$ cat config.mk
export PLATFORM = sky130hd
export DESIGN_NAME = collision_detector
export DESIGN_NICKNAME = d
export VERILOG_FILES = /design/src/rtl/pacman_pkg.sv /design/src/rtl/ghost_match.sv /design/src/rtl/collision_detector.sv
export SDC_FILE = /design/constraint.sdc
export NUM_CORES = 1
export LEC_CHECK = 0
export CAP_MARGIN = 0
export CORE_UTILIZATION = 42
export CTS_CLUSTER_DIAMETER = 60
export DETAILED_ROUTE_END_ITERATION = 6
export PLACE_DENSITY = 0.84
export SYNTH_ARGS = -nofsm -noshare
export SYNTH_HDL_FRONTEND = slang
export SYNTH_SLANG_ARGS = --single-unit
$ cat constraint.sdc
create_clock -name CLOCK_50 -period 3.1 [get_ports CLOCK_50]
set_clock_uncertainty 0.05 [all_clocks]
set_input_delay 0.62 -clock CLOCK_50 [delete_from_list [all_inputs] [get_ports CLOCK_50]]
set_output_delay 0.62 -clock CLOCK_50 [all_outputs]
set_load 0.02 [all_outputs]
$ cat src/rtl/pacman_pkg.sv
// Shared Pac-Man maze types: tile encoding, collision codes, maze defaults and the
// collision detector FSM states.
package pacman_pkg;

    localparam int unsigned DefCols = 28;
    localparam int unsigned DefRows = 31;

    typedef enum logic [1:0] {
        TileEmpty = 2'b00,
        TilePill  = 2'b01,
        TilePower = 2'b10,
        TileWall  = 2'b11
    } tile_t;

    // One-hot codes, consumed by the pill counter and score/ghost logic.
    typedef logic [3:0] collision_t;
    localparam collision_t CollNone  = 4'b0000;
    localparam collision_t CollWall  = 4'b0001;
    localparam collision_t CollPill  = 4'b0010;
    localparam collision_t CollPower = 4'b0100;
    localparam collision_t CollGhost = 4'b1000;

    typedef enum logic [2:0] {
        StIdle,
        StRead,
        StWait,
        StClassify,
        StReport
    } state_t;

    function automatic logic is_edible(input tile_t t);
        return (t == TilePill) || (t == TilePower);
    endfunction

endpackage

$ cat src/rtl/ghost_match.sv
// Combinational check: is any ghost standing on Pac-Man's tile.
module ghost_match #(
    parameter int unsigned NUM_GHOSTS = 4
) (
    input  logic [4:0]              pac_x,
    input  logic [4:0]              pac_y,
    input  logic [5*NUM_GHOSTS-1:0] ghost_x,
    input  logic [5*NUM_GHOSTS-1:0] ghost_y,
    output logic                    hit
);

    always_comb begin
        hit = 1'b0;
        for (int unsigned i = 0; i < NUM_GHOSTS; i++) begin
            if ((ghost_x[5*i +: 5] == pac_x) && (ghost_y[5*i +: 5] == pac_y)) begin
                hit = 1'b1;
            end
        end
    end

endmodule

$ cat src/rtl/collision_detector.sv
// Per-move tile lookup, ghost check, pill clearing and edible tracking for Pac-Man.
// Ghost detection is compiled in only when COLLISION_GHOST_EN is defined.
module collision_detector
    import pacman_pkg::*;
#(
    parameter int unsigned COLS          = DefCols,
    parameter int unsigned ROWS          = DefRows,
    parameter int unsigned NUM_GHOSTS    = 4,
    parameter int unsigned RD_LAT        = 1,
    parameter int unsigned TOTAL_EDIBLES = 244
) (
    input  logic                    CLOCK_50,
    input  logic                    reset,
    input  logic                    move_valid,
    input  logic [4:0]              pac_x,
    input  logic [4:0]              pac_y,
    input  logic [5*NUM_GHOSTS-1:0] ghost_x,
    input  logic [5*NUM_GHOSTS-1:0] ghost_y,
    output logic [9:0]              tile_addr,
    input  logic [1:0]              tile_rdata,
    output logic                    tile_we,
    output logic [1:0]              tile_wdata,
    output logic [3:0]              collision_type,
    output logic                    busy,
    output logic                    level_clear
);

    localparam logic [7:0] WaitLast   = (RD_LAT > 1) ? 8'(RD_LAT - 2) : 8'd0;
    localparam logic [7:0] EdibleInit = 8'(TOTAL_EDIBLES);

    state_t     state_q, state_d;
    logic [4:0] pos_x_q, pos_x_d;
    logic [4:0] pos_y_q, pos_y_d;
    logic       oor_q, oor_d;
    logic [9:0] addr_q, addr_d;
    logic [7:0] wait_cnt_q, wait_cnt_d;
    collision_t code_q, code_d;
    logic       edible_q, edible_d;
    logic [7:0] edible_cnt_q, edible_cnt_d;

    logic       ghost_hit;
    logic       oor_now;
    logic [9:0] addr_now;
    tile_t      tile;

    assign oor_now  = (32'(pac_x) >= COLS) || (32'(pac_y) >= ROWS);
    assign addr_now = 10'(32'(pac_y) * COLS + 32'(pac_x));
    assign tile     = tile_t'(tile_rdata);

`ifdef COLLISION_GHOST_EN
    ghost_match #(
        .NUM_GHOSTS(NUM_GHOSTS)
    ) u_ghost_match (
        .pac_x  (pos_x_q),
        .pac_y  (pos_y_q),
        .ghost_x(ghost_x),
        .ghost_y(ghost_y),
        .hit    (ghost_hit)
    );
`else
    logic unused_ghost;
    assign unused_ghost = ^{ghost_x, ghost_y};
    assign ghost_hit    = 1'b0;
`endif

    always_comb begin
        state_d      = state_q;
        pos_x_d      = pos_x_q;
        pos_y_d      = pos_y_q;
        oor_d        = oor_q;
        addr_d       = addr_q;
        wait_cnt_d   = wait_cnt_q;
        code_d       = code_q;
        edible_d     = edible_q;
        edible_cnt_d = edible_cnt_q;

        unique case (state_q)
            StIdle: begin
                if (move_valid) begin
                    pos_x_d = pac_x;
                    pos_y_d = pac_y;
                    oor_d   = oor_now;
                    addr_d  = oor_now ? 10'd0 : addr_now;
                    state_d = StRead;
                end
            end
            StRead: begin
                wait_cnt_d = 8'd0;
                state_d    = (RD_LAT > 1) ? StWait : StClassify;
            end
            StWait: begin
                if (wait_cnt_q == WaitLast) begin
                    state_d = StClassify;
                end else begin
                    wait_cnt_d = wait_cnt_q + 8'd1;
                end
            end
            StClassify: begin
                // An edible tile under a ghost is still eaten; only the reported code changes.
                edible_d = !oor_q && is_edible(tile);
                if (ghost_hit) begin
                    code_d = CollGhost;
                end else if (oor_q) begin
                    code_d = CollWall;
                end else begin
                    unique case (tile)
                        TilePill:  code_d = CollPill;
                        TilePower: code_d = CollPower;
                        TileWall:  code_d = CollWall;
                        default:   code_d = CollNone;
                    endcase
                end
                state_d = StReport;
            end
            StReport: begin
                if (edible_q && (edible_cnt_q != 8'd0)) begin
                    edible_cnt_d = edible_cnt_q - 8'd1;
                end
                state_d = StIdle;
            end
            default: state_d = StIdle;
        endcase
    end

    always_ff @(posedge CLOCK_50) begin
        if (reset) begin
            state_q      <= StIdle;
            pos_x_q      <= 5'd0;
            pos_y_q      <= 5'd0;
            oor_q        <= 1'b0;
            addr_q       <= 10'd0;
            wait_cnt_q   <= 8'd0;
            code_q       <= CollNone;
            edible_q     <= 1'b0;
            edible_cnt_q <= EdibleInit;
        end else begin
            state_q      <= state_d;
            pos_x_q      <= pos_x_d;
            pos_y_q      <= pos_y_d;
            oor_q        <= oor_d;
            addr_q       <= addr_d;
            wait_cnt_q   <= wait_cnt_d;
            code_q       <= code_d;
            edible_q     <= edible_d;
            edible_cnt_q <= edible_cnt_d;
        end
    end

    assign tile_addr      = addr_q;
    assign tile_wdata     = TileEmpty;
    assign busy           = (state_q != StIdle);
    assign collision_type = (state_q == StReport) ? code_q : CollNone;
    assign tile_we        = (state_q == StReport) && edible_q;
    assign level_clear    = (state_q == StReport) && edible_q && (edible_cnt_q == 8'd1);

endmodule

==> metrics.md <==
| Metric | Value |
|---|---|
| Status | `finished, final reports clean` |
| Final min period | `2.98 ns` |
| Worst setup EP type | `flip-flop` |
| Via count | `1,780` |
| Worst-Margin Slew | `0.554 ns` |
| Width of the die | `72.9 um` |
| Hold/Removal Path Class | `flip-flop to flip-flop` |
| Pins over their slew limit | `0` |
| Post-synth top area share | `32.2%` |
| Worst path arrival time | `3.08 ns` |
| # DRC | `0` |
| CTS tree | `yes` |
| Post-Layout Cell Count | `347` |
| First-pass GRT wire length | `7080 um` |
| CP max FO | `3` |
| Yosys reg bits | `34` |
| Area delta synth->final | `27.4%` |
| Setup TNS Final | `0 ns` |
| Post-Layout Inst Area | `2690 um2` |
| Layout Utilization | `56.2%` |
| Top FF cell, synth | `dfxtp_1` |
| Setup WS pre-CTS | `-0.232 ns` |
| Sink Count | `34` |
| CTS Buffer Depth | `2` |
| Overall Power | `1.14 mW` |
| Die Ht | `72.9 um` |
| Finish-stage setup viols | `0` |
| Gpl congestion | `0.784` |
| Maximum clock rate | `336 MHz` |
| Synth Warn # | `0` |
| Final HPWL DP | `3210 um` |
| Avg Cell Area, Syn | `9.02 um2` |
| Worst setup SP type | `primary input` |
| Total Nets Final | `361` |
| Root buf cell | `clkbuf_8` |
| Final WL | `4230 um` |
| Routed Antenna Nets | `0` |
| Port Buffer Count | `30` |
| Lkg Pwr | `1.10 nW` |
| Placement-stage cell area | `2580 um2` |
| Post-synth EDFFs | `0` |
| Dpl cells | `340` |
| Largest net degree at the start of global routing | `22` |
| Num ports | `74` |
| Dominant cells by area after synthesis | `dfxtp_1 32%, ha_1 12%, fa_1 5.7%, nor2_1 5.5%, xnor2_1 4.1%` |
| CP required | `3.20 ns` |
| Drt first-iter violations | `112` |
| Total iterations of the first detailed-routing run | `4` |
| Maximum VDD drop | `186 uV` |
| Layout cell share with drive strength beyond 1 | `11.8%` |
| Placeable Area | `4790 um2` |
| Vias in the first global route | `1,673` |
| Synthesized area | `2110 um2` |
| Routed WL per cell | `12.2 um` |
| Initial Util | `44.1%` |
| Die area | `5310 um2` |
| Clk pin slew, worst setup/hold paths | `0.06 ns` |
| Grt total ovfl | `0` |
| Cells after Synth | `234` |
| Hold Violations, Final | `0` |
| Avg Vias per Cell | `5.13` |
| Setup ws final | `0.124 ns` |
| Worst skew pair latency | `0.29 ns` |
| Seq/Total Area, Yosys | `32.2%` |
| Diode count | `0` |
| Power Dens Cells | `422 nW/um2` |
| Min Hold Slack | `0.439 ns` |
| Yosys cell types | `50` |
| Max cap viols | `0` |
| Max_slew headroom | `62.7%` |
| Async SR Flop Fraction | `0%` |
| # rows | `25` |
| Critical setup path kind | `primary input to flip-flop` |
| CTS buffer count | `5` |
| Htree depth | `2` |
| Leading area contributor after synthesis | `dfxtp_1` |
| Initial antenna violation count | `0` |
| Fin crit share | `96.0%` |
| Gr usage total | `17.5%` |
[flip-flops by register name, indices dropped and copies added (netlist names)]
signal        count
code_q            3
wait_cnt_q        8
tile_addr        10
edible_q          1
oor_q             1
edible_cnt_q      8
state_q           3
[power breakdown]
part	internal (mW)	total (mW)	leakage, nW	switching, mW
Clock	0.154	0.304	0.0383	0.150
Sequential	0.459	0.482	0.276	0.0224
Combinational	0.177	0.350	0.784	0.173
[routing by layer]
metal | wire, um | vias up | share of wire (%) | track usage, %
met2 | 2040 | 31 | 48 | 30.1
met4 | 68 | 0 | 1.6 | 7.19
met3 | 134 | 7 | 3.2 | 4.14
met5 | 0 | - | 0 | 0
met1 | 1990 | 833 | 47 | 21.1
li1 | - | 909 | - | -
[worst max-delay path, stage by stage]
cell             delay [ns]
clkdlybuf4s50_1        0.56
fa_1                   0.45
ha_1                   0.22
fa_1                   0.43
a21oi_1                0.20
o21bai_1               0.11
xnor2_2                0.16
o2111ai_1              0.19
o311ai_0               0.14
[cells by family after synthesis]
group | after synthesis | share of synthesized area (%)
flip-flops | 34 | 32.2
AO/OA/AOI/OAI | 46 | 17.1
XOR/XNOR | 17 | 7.05
multiplexers | 1 | 0.474
adder cells (fa/ha/maj) | 26 | 17.5
buffers and inverters | 27 | 5.45
other | 1 | 0.178
AND/OR/NAND/NOR | 82 | 20.0
[synth_stat cells, drive strengths merged, types with 2 or more instances]
master   number
dfxtp        34
a211oi        4
xnor2        10
a311oi        2
nor2b         2
o21bai        2
nand3        11
nand2        10
nand3b        3
nor3b         2
clkbuf        6
fa            6
o2111ai       2
or3           2
a2111oi       3
ha           20
buf           4
a22oi         7
nor4          2
nor2         31
inv          17
nor3          5
o21ai         5
a21o          2
a21oi        10
xor2          7
and3          5
nand2b        5
[layout make-up]
type	count	area [um2]
flip-flops and latches	34	681
inverters	17	63.8
repair buffers	47	430
clock buffers	7	76.3
fillers	430	2100
multi-input cells	175	1360
well taps	67	83.8
[path summary, 6_finish.rpt]
kind	start	to	slack [ns]	cells after the start
hold reg to reg	code_q[2]	code_q[2]	0.44	2
setup reg to reg	wait_cnt_q[0]	wait_cnt_q[7]	1.16	7
hold / removal	code_q[2]	code_q[2]	0.44	2
setup / recovery	pac_y[1]	tile_addr[9]	0.12	9
[layout by cell type (no fill, tap or decap), types with 2 or more instances in the layout]
master and instances:
a21oi_1 9, a311oi_1 2, a22oi_1 7, xor2_1 6
buf_4 17, o2111ai_1 2, clkbuf_1 2, nor3b_1 2
clkbuf_8 5, nand2b_1 4, ha_1 19, and3_1 5
conb_1 3, a2111oi_1 2, nand3b_1 3, fa_1 6
nor2b_1 2, nand3_1 11, clkdlybuf4s50_1 29, nand2_1 10
dfxtp_1 34, or3_1 2, nor2_1 31, inv_1 17
a21o_1 2, nor4_1 2, nor3_1 5, xnor2_1 9
o21ai_0 4, a211oi_1 3
[what timing repair did]
item / 4_1_cts / 5_1_grt
buffers inserted: 0 / 0
resized for setup: 0 / 8
endpoints found under the setup margin: 0 / 3
hold buffers: 0 / 0
(Power assumes the default switching activity.)
